$ cat src/rtl/ball_pkg.sv
// Shared state codes, direction encodings and default geometry for the ball mover.
package ball_pkg;

    typedef logic [2:0] state_t;

    localparam state_t ST_IDLE       = 3'd0;
    localparam state_t ST_ERASE_LOAD = 3'd1;
    localparam state_t ST_ERASE_RUN  = 3'd2;
    localparam state_t ST_MOVE       = 3'd3;
    localparam state_t ST_DRAW_LOAD  = 3'd4;
    localparam state_t ST_DRAW_RUN   = 3'd5;

    localparam logic DIR_POS = 1'b1;
    localparam logic DIR_NEG = 1'b0;

    localparam int DEF_SCREEN_W = 160;
    localparam int DEF_SCREEN_H = 120;
    localparam int DEF_BALL_SIZE = 4;
    localparam int DEF_PADDLE_Y = 116;
    localparam int DEF_PADDLE_W = 20;
    localparam int DEF_START_X = 78;
    localparam int DEF_START_Y = 100;
    localparam logic [2:0] DEF_BALL_COLOUR = 3'b111;
    localparam logic [2:0] DEF_BG_COLOUR = 3'b000;

endpackage

$ cat src/rtl/ball_step.sv
// Combinational next position/direction for one frame: sticky flips first,
// then wall and paddle bounces, then loss detection and the one-pixel step.
module ball_step
    import ball_pkg::*;
#(
    parameter int SCREEN_W  = DEF_SCREEN_W,
    parameter int SCREEN_H  = DEF_SCREEN_H,
    parameter int BALL_SIZE = DEF_BALL_SIZE,
    parameter int PADDLE_Y  = DEF_PADDLE_Y,
    parameter int PADDLE_W  = DEF_PADDLE_W,
    parameter int START_X   = DEF_START_X,
    parameter int START_Y   = DEF_START_Y
) (
    input  logic [7:0] x,
    input  logic [6:0] y,
    input  logic       dx,
    input  logic       dy,
    input  logic       flip_x,
    input  logic       flip_y,
    input  logic [7:0] paddle_x,
    output logic [7:0] next_x,
    output logic [6:0] next_y,
    output logic       next_dx,
    output logic       next_dy,
    output logic       lost
);

    localparam logic [8:0] SW9 = 9'(SCREEN_W);
    localparam logic [8:0] SH9 = 9'(SCREEN_H);
    localparam logic [8:0] BS9 = 9'(BALL_SIZE);
    localparam logic [8:0] PY9 = 9'(PADDLE_Y);
    localparam logic [8:0] PW9 = 9'(PADDLE_W);

    logic [8:0] x9, y9, px9;
    logic       dx_f, dy_f, dx_w, dy_w, on_paddle;

    assign x9  = {1'b0, x};
    assign y9  = {2'b00, y};
    assign px9 = {1'b0, paddle_x};

    assign on_paddle = (y9 + BS9 == PY9) && (x9 + BS9 - 9'd1 >= px9) && (x9 <= px9 + PW9 - 9'd1);

    always_comb begin
        dx_f = dx ^ flip_x;
        dy_f = dy ^ flip_y;

        dx_w = dx_f;
        if (dx_f == DIR_NEG && x9 == 9'd0)
            dx_w = DIR_POS;
        else if (dx_f == DIR_POS && x9 + BS9 == SW9)
            dx_w = DIR_NEG;

        dy_w = dy_f;
        lost = 1'b0;
        if (dy_f == DIR_NEG && y9 == 9'd0)
            dy_w = DIR_POS;
        else if (dy_f == DIR_POS && y9 + BS9 == SH9)
            lost = 1'b1;
        else if (dy_f == DIR_POS && on_paddle)
            dy_w = DIR_NEG;

        if (lost) begin
            next_x  = 8'(START_X);
            next_y  = 7'(START_Y);
            next_dx = DIR_POS;
            next_dy = DIR_NEG;
        end else begin
            next_x  = (dx_w == DIR_POS) ? x + 8'd1 : x - 8'd1;
            next_y  = (dy_w == DIR_POS) ? y + 7'd1 : y - 7'd1;
            next_dx = dx_w;
            next_dy = dy_w;
        end
    end

endmodule

$ cat src/rtl/ball_mover.sv
// Per-frame erase / move / redraw sequencer driving the ball rasteriser handshake.
//   state       | meaning
//   IDLE        | wait for frame_tick
//   ERASE_LOAD  | go pulse, background colour at old position
//   ERASE_RUN   | wait for draw_done of the erase pass
//   MOVE        | register next position/direction, clear brick latches
//   DRAW_LOAD   | go pulse, ball colour at new position
//   DRAW_RUN    | wait for draw_done of the draw pass
module ball_mover
    import ball_pkg::*;
#(
    parameter int SCREEN_W  = DEF_SCREEN_W,
    parameter int SCREEN_H  = DEF_SCREEN_H,
    parameter int BALL_SIZE = DEF_BALL_SIZE,
    parameter int PADDLE_Y  = DEF_PADDLE_Y,
    parameter int PADDLE_W  = DEF_PADDLE_W,
    parameter int START_X   = DEF_START_X,
    parameter int START_Y   = DEF_START_Y,
    parameter logic [2:0] BALL_COLOUR = DEF_BALL_COLOUR,
    parameter logic [2:0] BG_COLOUR   = DEF_BG_COLOUR
) (
    input  logic       clk,
    input  logic       reset,
    input  logic       frame_tick,
    input  logic [7:0] paddle_x,
    input  logic       brick_hit_x,
    input  logic       brick_hit_y,
    input  logic       draw_done,
    output logic [7:0] x_out,
    output logic [6:0] y_out,
    output logic [6:0] size,
    output logic [2:0] colour,
    output logic       go,
    output logic       draw,
    output logic       busy,
    output logic       ball_lost
);

    state_t     state;
    logic [7:0] x, next_x;
    logic [6:0] y, next_y;
    logic       dx, dy, next_dx, next_dy, step_lost;
    logic       hit_x, hit_y;

    // A hit arriving in the MOVE cycle itself must still be applied there.
    ball_step #(
        .SCREEN_W (SCREEN_W),
        .SCREEN_H (SCREEN_H),
        .BALL_SIZE(BALL_SIZE),
        .PADDLE_Y (PADDLE_Y),
        .PADDLE_W (PADDLE_W),
        .START_X  (START_X),
        .START_Y  (START_Y)
    ) u_step (
        .x       (x),
        .y       (y),
        .dx      (dx),
        .dy      (dy),
        .flip_x  (hit_x | brick_hit_x),
        .flip_y  (hit_y | brick_hit_y),
        .paddle_x(paddle_x),
        .next_x  (next_x),
        .next_y  (next_y),
        .next_dx (next_dx),
        .next_dy (next_dy),
        .lost    (step_lost)
    );

    always_ff @(posedge clk or posedge reset) begin
        if (reset) begin
            state <= ST_IDLE;
            x     <= 8'(START_X);
            y     <= 7'(START_Y);
            dx    <= DIR_POS;
            dy    <= DIR_NEG;
            hit_x <= 1'b0;
            hit_y <= 1'b0;
        end else begin
            if (state == ST_MOVE) begin
                hit_x <= 1'b0;
                hit_y <= 1'b0;
                x     <= next_x;
                y     <= next_y;
                dx    <= next_dx;
                dy    <= next_dy;
            end else begin
                hit_x <= hit_x | brick_hit_x;
                hit_y <= hit_y | brick_hit_y;
            end

            case (state)
                ST_IDLE:       if (frame_tick) state <= ST_ERASE_LOAD;
                ST_ERASE_LOAD: state <= ST_ERASE_RUN;
                ST_ERASE_RUN:  if (draw_done) state <= ST_MOVE;
                ST_MOVE:       state <= ST_DRAW_LOAD;
                ST_DRAW_LOAD:  state <= ST_DRAW_RUN;
                ST_DRAW_RUN:   if (draw_done) state <= ST_IDLE;
                default:       state <= ST_IDLE;
            endcase
        end
    end

    assign x_out     = x;
    assign y_out     = y;
    assign size      = 7'(BALL_SIZE);
    assign go        = (state == ST_ERASE_LOAD) || (state == ST_DRAW_LOAD);
    assign draw      = !((state == ST_ERASE_RUN) || (state == ST_DRAW_RUN));
    assign busy      = (state != ST_IDLE);
    assign colour    = ((state == ST_DRAW_LOAD) || (state == ST_DRAW_RUN)) ? BALL_COLOUR : BG_COLOUR;
    assign ball_lost = (state == ST_MOVE) && step_lost;

endmodule

$ cat config.mk
export PLATFORM = sky130hd
export DESIGN_NAME = ball_mover
export DESIGN_NICKNAME = d
export VERILOG_FILES = /design/src/rtl/ball_pkg.sv /design/src/rtl/ball_step.sv /design/src/rtl/ball_mover.sv
export SDC_FILE = /design/constraint.sdc
export NUM_CORES = 1
export LEC_CHECK = 0
export CAP_MARGIN = 10
export CORE_ASPECT_RATIO = 0.6
export CORE_UTILIZATION = 55
export CTS_BUF_LIST = sky130_fd_sc_hd__clkbuf_16
export CTS_CLUSTER_SIZE = 25
export DETAILED_ROUTE_END_ITERATION = 8
export GPL_ROUTABILITY_DRIVEN = 1
export PLACE_DENSITY = 0.9
export SLEW_MARGIN = 15
export SYNTH_ARGS = -nofsm -noshare
export SYNTH_HDL_FRONTEND = slang
export SYNTH_SLANG_ARGS = --single-unit
$ cat constraint.sdc
create_clock -name clk -period 5.95 [get_ports clk]
set_clock_uncertainty 0.1 [all_clocks]
set_input_delay 1.19 -clock clk [delete_from_list [all_inputs] [get_ports clk]]
set_output_delay 1.19 -clock clk [all_outputs]
set_load 0.01 [all_outputs]
======== Yosys cells after proc, flatten, opt, wreduce, memory -nomap -nowiden ========
Index checks and enable logic that the tools add are counted.
operators by class
  $add $sub $neg .......................... 9
  $lt $le $gt $ge ......................... 2
  eq/ne operators ......................... 11
  multiplexer cells ....................... 20
  bitwise logic cells ..................... 6
  reductions and logical operators ........ 17
operators with widths
  cell                 number
  $logic_not 9->1      2
  $pmux 3 s6           1
  $sub 9x1->9 const B  2
  $mux 8               2
  $mux 7               2
  $mux 3               4
  $mux 1               11
  $add 8x3->9 const B  1
  $add 8x5->9 const B  1
  $eq 9x7->1 const B   1
  $eq 9x8->1 const B   1
  $ge 9x8->1           1
  $le 8x9->1           1
  $add 7x3->8 const B  1
  $add 8x1->8 const B  1
  $eq 8x7->1 const B   1
  $logic_and 1x1->1    8
  $sub 8x1->8 const B  1
  $add 7x1->7 const B  1
  $sub 7x1->7 const B  1
  $eq 3x2->1 const B   2
  $eq 3x3->1 const B   2
  $ne 2x2->1 const B   3
  $eq 3x1->1 const B   1
  other kinds (8)      13
storage, ports and cells
  register bits after elaboration ......... 22
  input bits .............................. 14
  output and inout bits ................... 29
  word-level logic and storage cells ...... 72

======== Longest topological paths before layout ========
  depth in word-level cells ............... 11
  depth in mapped cells ................... 20
  mapped depth without buffers ............ 20

======== Cells and area by module ========
A second synthesis with hierarchy kept.
unflattened totals
  cells, all modules ...................... 265
  area, all modules ....................... 2,456.1 sq um
by module, submodules not included
  module      instances  cells an instance  area each (sq um)  sequential area each (sq um)
  ball_step   1          187                1,361.3            0.0
  ball_mover  1          78                 1,094.8            560.5

======== Worst setup path before layout ========
OpenSTA, ideal clock, no wires.
  path type ............................... input to register
  start ................................... in paddle_x[0]
  end ..................................... reg y[6], in the netlist y_out[6]
  setup time .............................. 0.075 ns
  arrival ................................. 4.523 ns
  data required time ...................... 5.775 ns
  path slack .............................. 1.251 ns
  stages .................................. 19
  path buffers ............................ 0
  cells stage by stage .................... inv_1 ha_1 xor2_1 ha_1 a211oi_1 o221ai_1 a21o_1 a211oi_1 o21ai_0 a31oi_1 nand2b_1 ha_1 a21o_1 a21oi_1 o21bai_1 a21oi_1 or4b_1 mux2i_1 nor3_2
on the way
  cells in the longest elaborated chain, start to end .. 10
  elaborated cells on any way between the ends .. 12
  classes of those cells .................. add/sub (2); order compare (2); mux (5); reduce/logical (3)
RTL lines
  element                line              source
  from (decl)            ball_mover.sv:25  input logic [7:0] paddle_x,
  $add 8x5->9            ball_step.sv:41   assign on_paddle = (y9 + BS9 == PY9) && (x9 + BS9 - 9'd1 >= px9) && (x9 <= px9 + PW9 - 9'd1);
  $sub 9x1->9            ball_step.sv:41
  $le 8x9->1             ball_step.sv:41
  $logic_and 1x1->1 (*)  ball_step.sv:41
  $logic_and 1x1->1 (*)  ball_step.sv:59   else if (dy_f == DIR_POS && on_paddle)
  $mux 1 (*)             ball_step.sv:59
  $mux 1 (*)             ball_step.sv:57   else if (dy_f == DIR_POS && y9 + BS9 == SH9)
  $mux 1 (*)             ball_step.sv:55   if (dy_f == DIR_NEG && y9 == 9'd0)
  $mux 7 (*)             ball_step.sv:69   next_y = (dy_w == DIR_POS) ? y + 7'd1 : y - 7'd1;
  $mux 7 (*)             ball_step.sv:62   if (lost) begin
  to (signal assigned)   ball_mover.sv:73  y <= 7'(START_Y);
  to (signal assigned)   ball_mover.sv:83  y <= next_y;
  to (decl)              ball_mover.sv:41  logic [6:0] y, next_y;
Mark *: on every way between the ends. The rest lies on a longest branch, timed or not.
A chain may end at the register's enable or synchronous reset.

======== Final worst setup path ========
Ends and elaborated chain as after synthesis.

==> impl_metrics.csv <==
group,metric,value,unit
outcome,status,"completed",
route,wl_per_cell,15.7,um
worst_setup_path,cp.arrival,5.53,ns
synth,yosys.area_share.simple,20.5,%
synth,yosys.area.top_type,"ha_1",
synth,synth-xor-area-share,12.1,%
power,power_density,664,mW/mm2
worst_setup_path,worstPathCellList,"clkdlybuf4s50_1, inv_1, ha_1, xor2_1, ha_1, a211oi_1, o221ai_1, a21o_1, a211oi_1, o21ai_0, a31oi_1, nand2b_1, ha_1, a21o_1, a21oi_1, o21bai_1, a21oi_1, or4b_1, mux2i_1, nor3_2",
route,viasPerCell,5.75,
timing,maxSlewHeadroom,30.2,%
worst_hold_path,hold_start,"y_out[2]$_DFFE_PP1P_",
clock_tree,hold_buffers,0,
timing,drv_slew,0,
worst_setup_path,worst_setup_path_end_kind,"flip-flop",
power,p_comb_share,70.0,%
clock_tree,cts_buffer_depth,2,
worst_setup_path,critPathTopFamily,"compound AO/OA/AOI/OAI gates",
global_route,grt_usage,26.2,%
worst_setup_path,r2r_slack,1.27,ns
timing,min_period,5.44,ns
cells_and_area,drive_above_1_share,10.7,%
placed_design,numPortBuffers,35,
synth,ys_seq_area_share,23.7,%
global_route,grt_pass1_wl,8940,um
floorplanning,rows,18,
route,routed_wl,5620,um
route,drt_iter0_markers,128,
synth,syn_inst,271,
timing,timing.final.ws_setup,0.509,ns
worst_setup_path,required,6.03,ns
clock_tree,cts_setup_buffers,0,
timing,setup-tns-final,0,ns
synth,synth_compound_area_share,16.3,%
worst_setup_path,crit_top_cell,"ha_1",
power,p_switching,0.883,mW
synth,syn_area,0.00237,mm2
placed_design,dpl_worst_slack,0.361,ns
placed_design,dp.final_hpwl,4420,um
route,drc,0,
timing,finalSetupViolCount,0,
power,leakage,1.22,nW
worst_setup_path,cp.buffers_inverters,2,
power,clockPowerShare,10.2,%
synth,synth_cell_types,55,
timing,period_share,91.5,%
synth,synth_warnings,0,
synth,synth_edf_count,0,
worst_setup_path,max_stage_delay,0.49,ns
synth,synthTopCellsByArea,"ha_1 17%, dfrtp_1 15%, dfstp_2 8.9%",
global_route,grt_pass1_vias,1884,
floorplanning,dieArea,0.00458,mm2
synth,synthAdderAreaFrac,18.6,%
global_route,antenna_found_initial,0,
route,antenna_left,0,
synth,synth-seq-cells,22,
power,max-vdd-ir-drop,0.371,mV
timing,tightest_slew,1.04,ns
global_route,globalRouteOverflowTotal,0,
floorplanning,core-area,0.00412,mm2
global_route,grt_max_degree,23,
worst_setup_path,critPathKind,"input pin to flip-flop",
synth,async_reset_ff_share,100,%
clock_tree,h-tree-depth,1,
synth,synth_top_family_by_area,"simple AND/OR/NAND/NOR gates",
cells_and_area,area_growth_syn_to_layout,18.8,%
floorplanning,io_pins,43,
power,internal_power,0.984,mW
cells_and_area,nets,348,
synth,ys.flop_type,"dfrtp_1",
worst_setup_path,crit_path_start,"paddle_x[0]",
worst_setup_path,cp-start-kind,"input pin",
worst_setup_path,reg2reg_depth,19,
clock_tree,clk_pin_slew,0.06,ns
synth,synth_area_per_cell,8.74,um2
worst_setup_path,slowest_stage,"clkdlybuf4s50_1",
floorplanning,initial_core_util,57.4,%
power,seq_power_share,19.8,%
clock_tree,cts_tree,"built",
synth,synth.top_cells.by_count,"32 x ha_1, 25 x nand2_1, 21 x nor2_1",
worst_setup_path,worstReg2RegEnd,"y_out[6]$_DFFE_PP1P_",
cells_and_area,fillers,345,
clock_tree,cts_resized,0,
flow_run,maxCapViolCount,0,
route,vias,2064,
clock_tree,root_buffer,"clkbuf_16",
cells_and_area,antenna_cells,0,
route,drt_first_pass_iters,5,
timing,finalHoldViolCount,0,
floorplanning,dieHeight,52.8,um
worst_setup_path,cp_max_fo,7,
floorplanning,die_x,86.7,um
clock_tree,numCtsBuffers,3,
synth,synth_top_cell_area_share,16.9,%
worst_setup_path,r2r_start,"x_out[2]$_DFFE_PP1P_",
placed_design,finalWeightedCongestion,0.992,
synth,yosysMostFrequentCell,"ha_1",
synth,synthMuxAreaShare,0.423,%
cells_and_area,multiInputGateArea,0.00163,mm2
timing,rsz0062_at_grt,"false",
clock_tree,clock_sinks,22,
worst_setup_path,cp_num_cells,20,
worst_hold_path,hold_class,"flip-flop to flip-flop",
power,netSwitchingFraction,47.3,%
timing,max_clock_freq,184,MHz
cells_and_area,ff_latch_area,561,um2
worst_setup_path,endpoint,"y_out[6]$_DFFE_PP1P_",
clock_tree,clock_latency,0.25,ns
## power by group through the flow
stage | sequential (mW) | clock [mW] | combinational [mW]
floorplan | 0.339 | 0 | 0.961
global placement | 0.369 | 0 | 1.22
detailed placement | 0.371 | 0 | 1.28
CTS | 0.370 | 0.192 | 1.29
global route | 0.385 | 0.198 | 1.43
finish | 0.370 | 0.190 | 1.31
## logic make-up after synthesis
kind of cell | after synthesis
DFF | 22
adders and majority gates | 34
xor gates and xnor gates | 31
buffers and inverters | 36
other | 2
muxes | 1
and+or+nand+nor | 89
AOI/OAI and AO/OA | 56
## stage by stage
| step | cell area [um2] | total power, mW | std cells | hold WS [ns] | util (%) |
|---|---|---|---|---|---|
| final | 2810 | 1.87 | 359 | 0.379 | 68.2 |
| after global routing | 2810 | 2.02 | 359 | 0.420 | 68.2 |
| after CTS | 2810 | 1.85 | 359 | 0.382 | 68.2 |
| after detailed placement | 2710 | 1.65 | 355 | 0.373 | 65.7 |
| after global placement | 2710 | 1.59 | 355 | 0.371 | 65.7 |
| after floorplan | 2390 | 1.30 | 276 | 0.358 | - |
## area by class of cell
cell class / instances / area share [%]
Multi-Input combinational cell: 218 / 58.1
Sequential cell: 22 / 19.9
Timing Repair Buffer: 35 / 12.5
Inverter: 20 / 3.16
Clock buffer: 3 / 2.67
Tap cell: 60 / 2.67
Clock inverter: 1 / 1.07
## tightest hold or removal path, delay by kind of cell, from the launching register on
| kind | cells | cell delay [ns] |
|---|---|---|
| and+or+nand+nor | 2 | 0.09 |
| DFF | 1 | 0.39 |
## metal layers
layer | global-route usage, % | vias to the layer above | wire [um]
met5 | 0 | - | 0
met4 | 3.33 | 0 | 8
met3 | 6.77 | 3 | 433
met2 | 40.5 | 89 | 2500
met1 | 37.6 | 984 | 2680
li1 | - | 988 | -
## registers in the layout (all words and copies together), names as in the netlist
name	count
state	3
x_out	8
y_out	7
dx	1
hit_x	1
dy	1
hit_y	1
## cell usage in the layout, fill, tap and decap left out, drive strengths merged, types with 3 or more instances in the layout
master,instances
clkdlybuf4s50,35
ha,32
nand2,25
nor2,22
xnor2,21
inv,19
o21ai,16
dfrtp,14
a21oi,14
xor2,10
dfstp,8
nand3,8
nor3,8
nand4,7
conb,7
a21o,6
o31ai,5
nand2b,4
nor2b,3
nand3b,3
or3,3
clkbuf,3
## how the worst min path moves through the flow
stage                                 endpoint  slack, ns  cells after the start
after floorplan                hit_x$_DFF_PP0_       0.36                      2
after global placement    y_out[2]$_DFFE_PP1P_       0.37                      2
after detailed placement  y_out[2]$_DFFE_PP1P_       0.37                      2
after CTS                 y_out[2]$_DFFE_PP1P_       0.38                      2
after global routing      y_out[2]$_DFFE_PP1P_       0.42                      2
final                     y_out[2]$_DFFE_PP1P_       0.38                      2
Note: power is estimated with default switching activity, not from simulation.
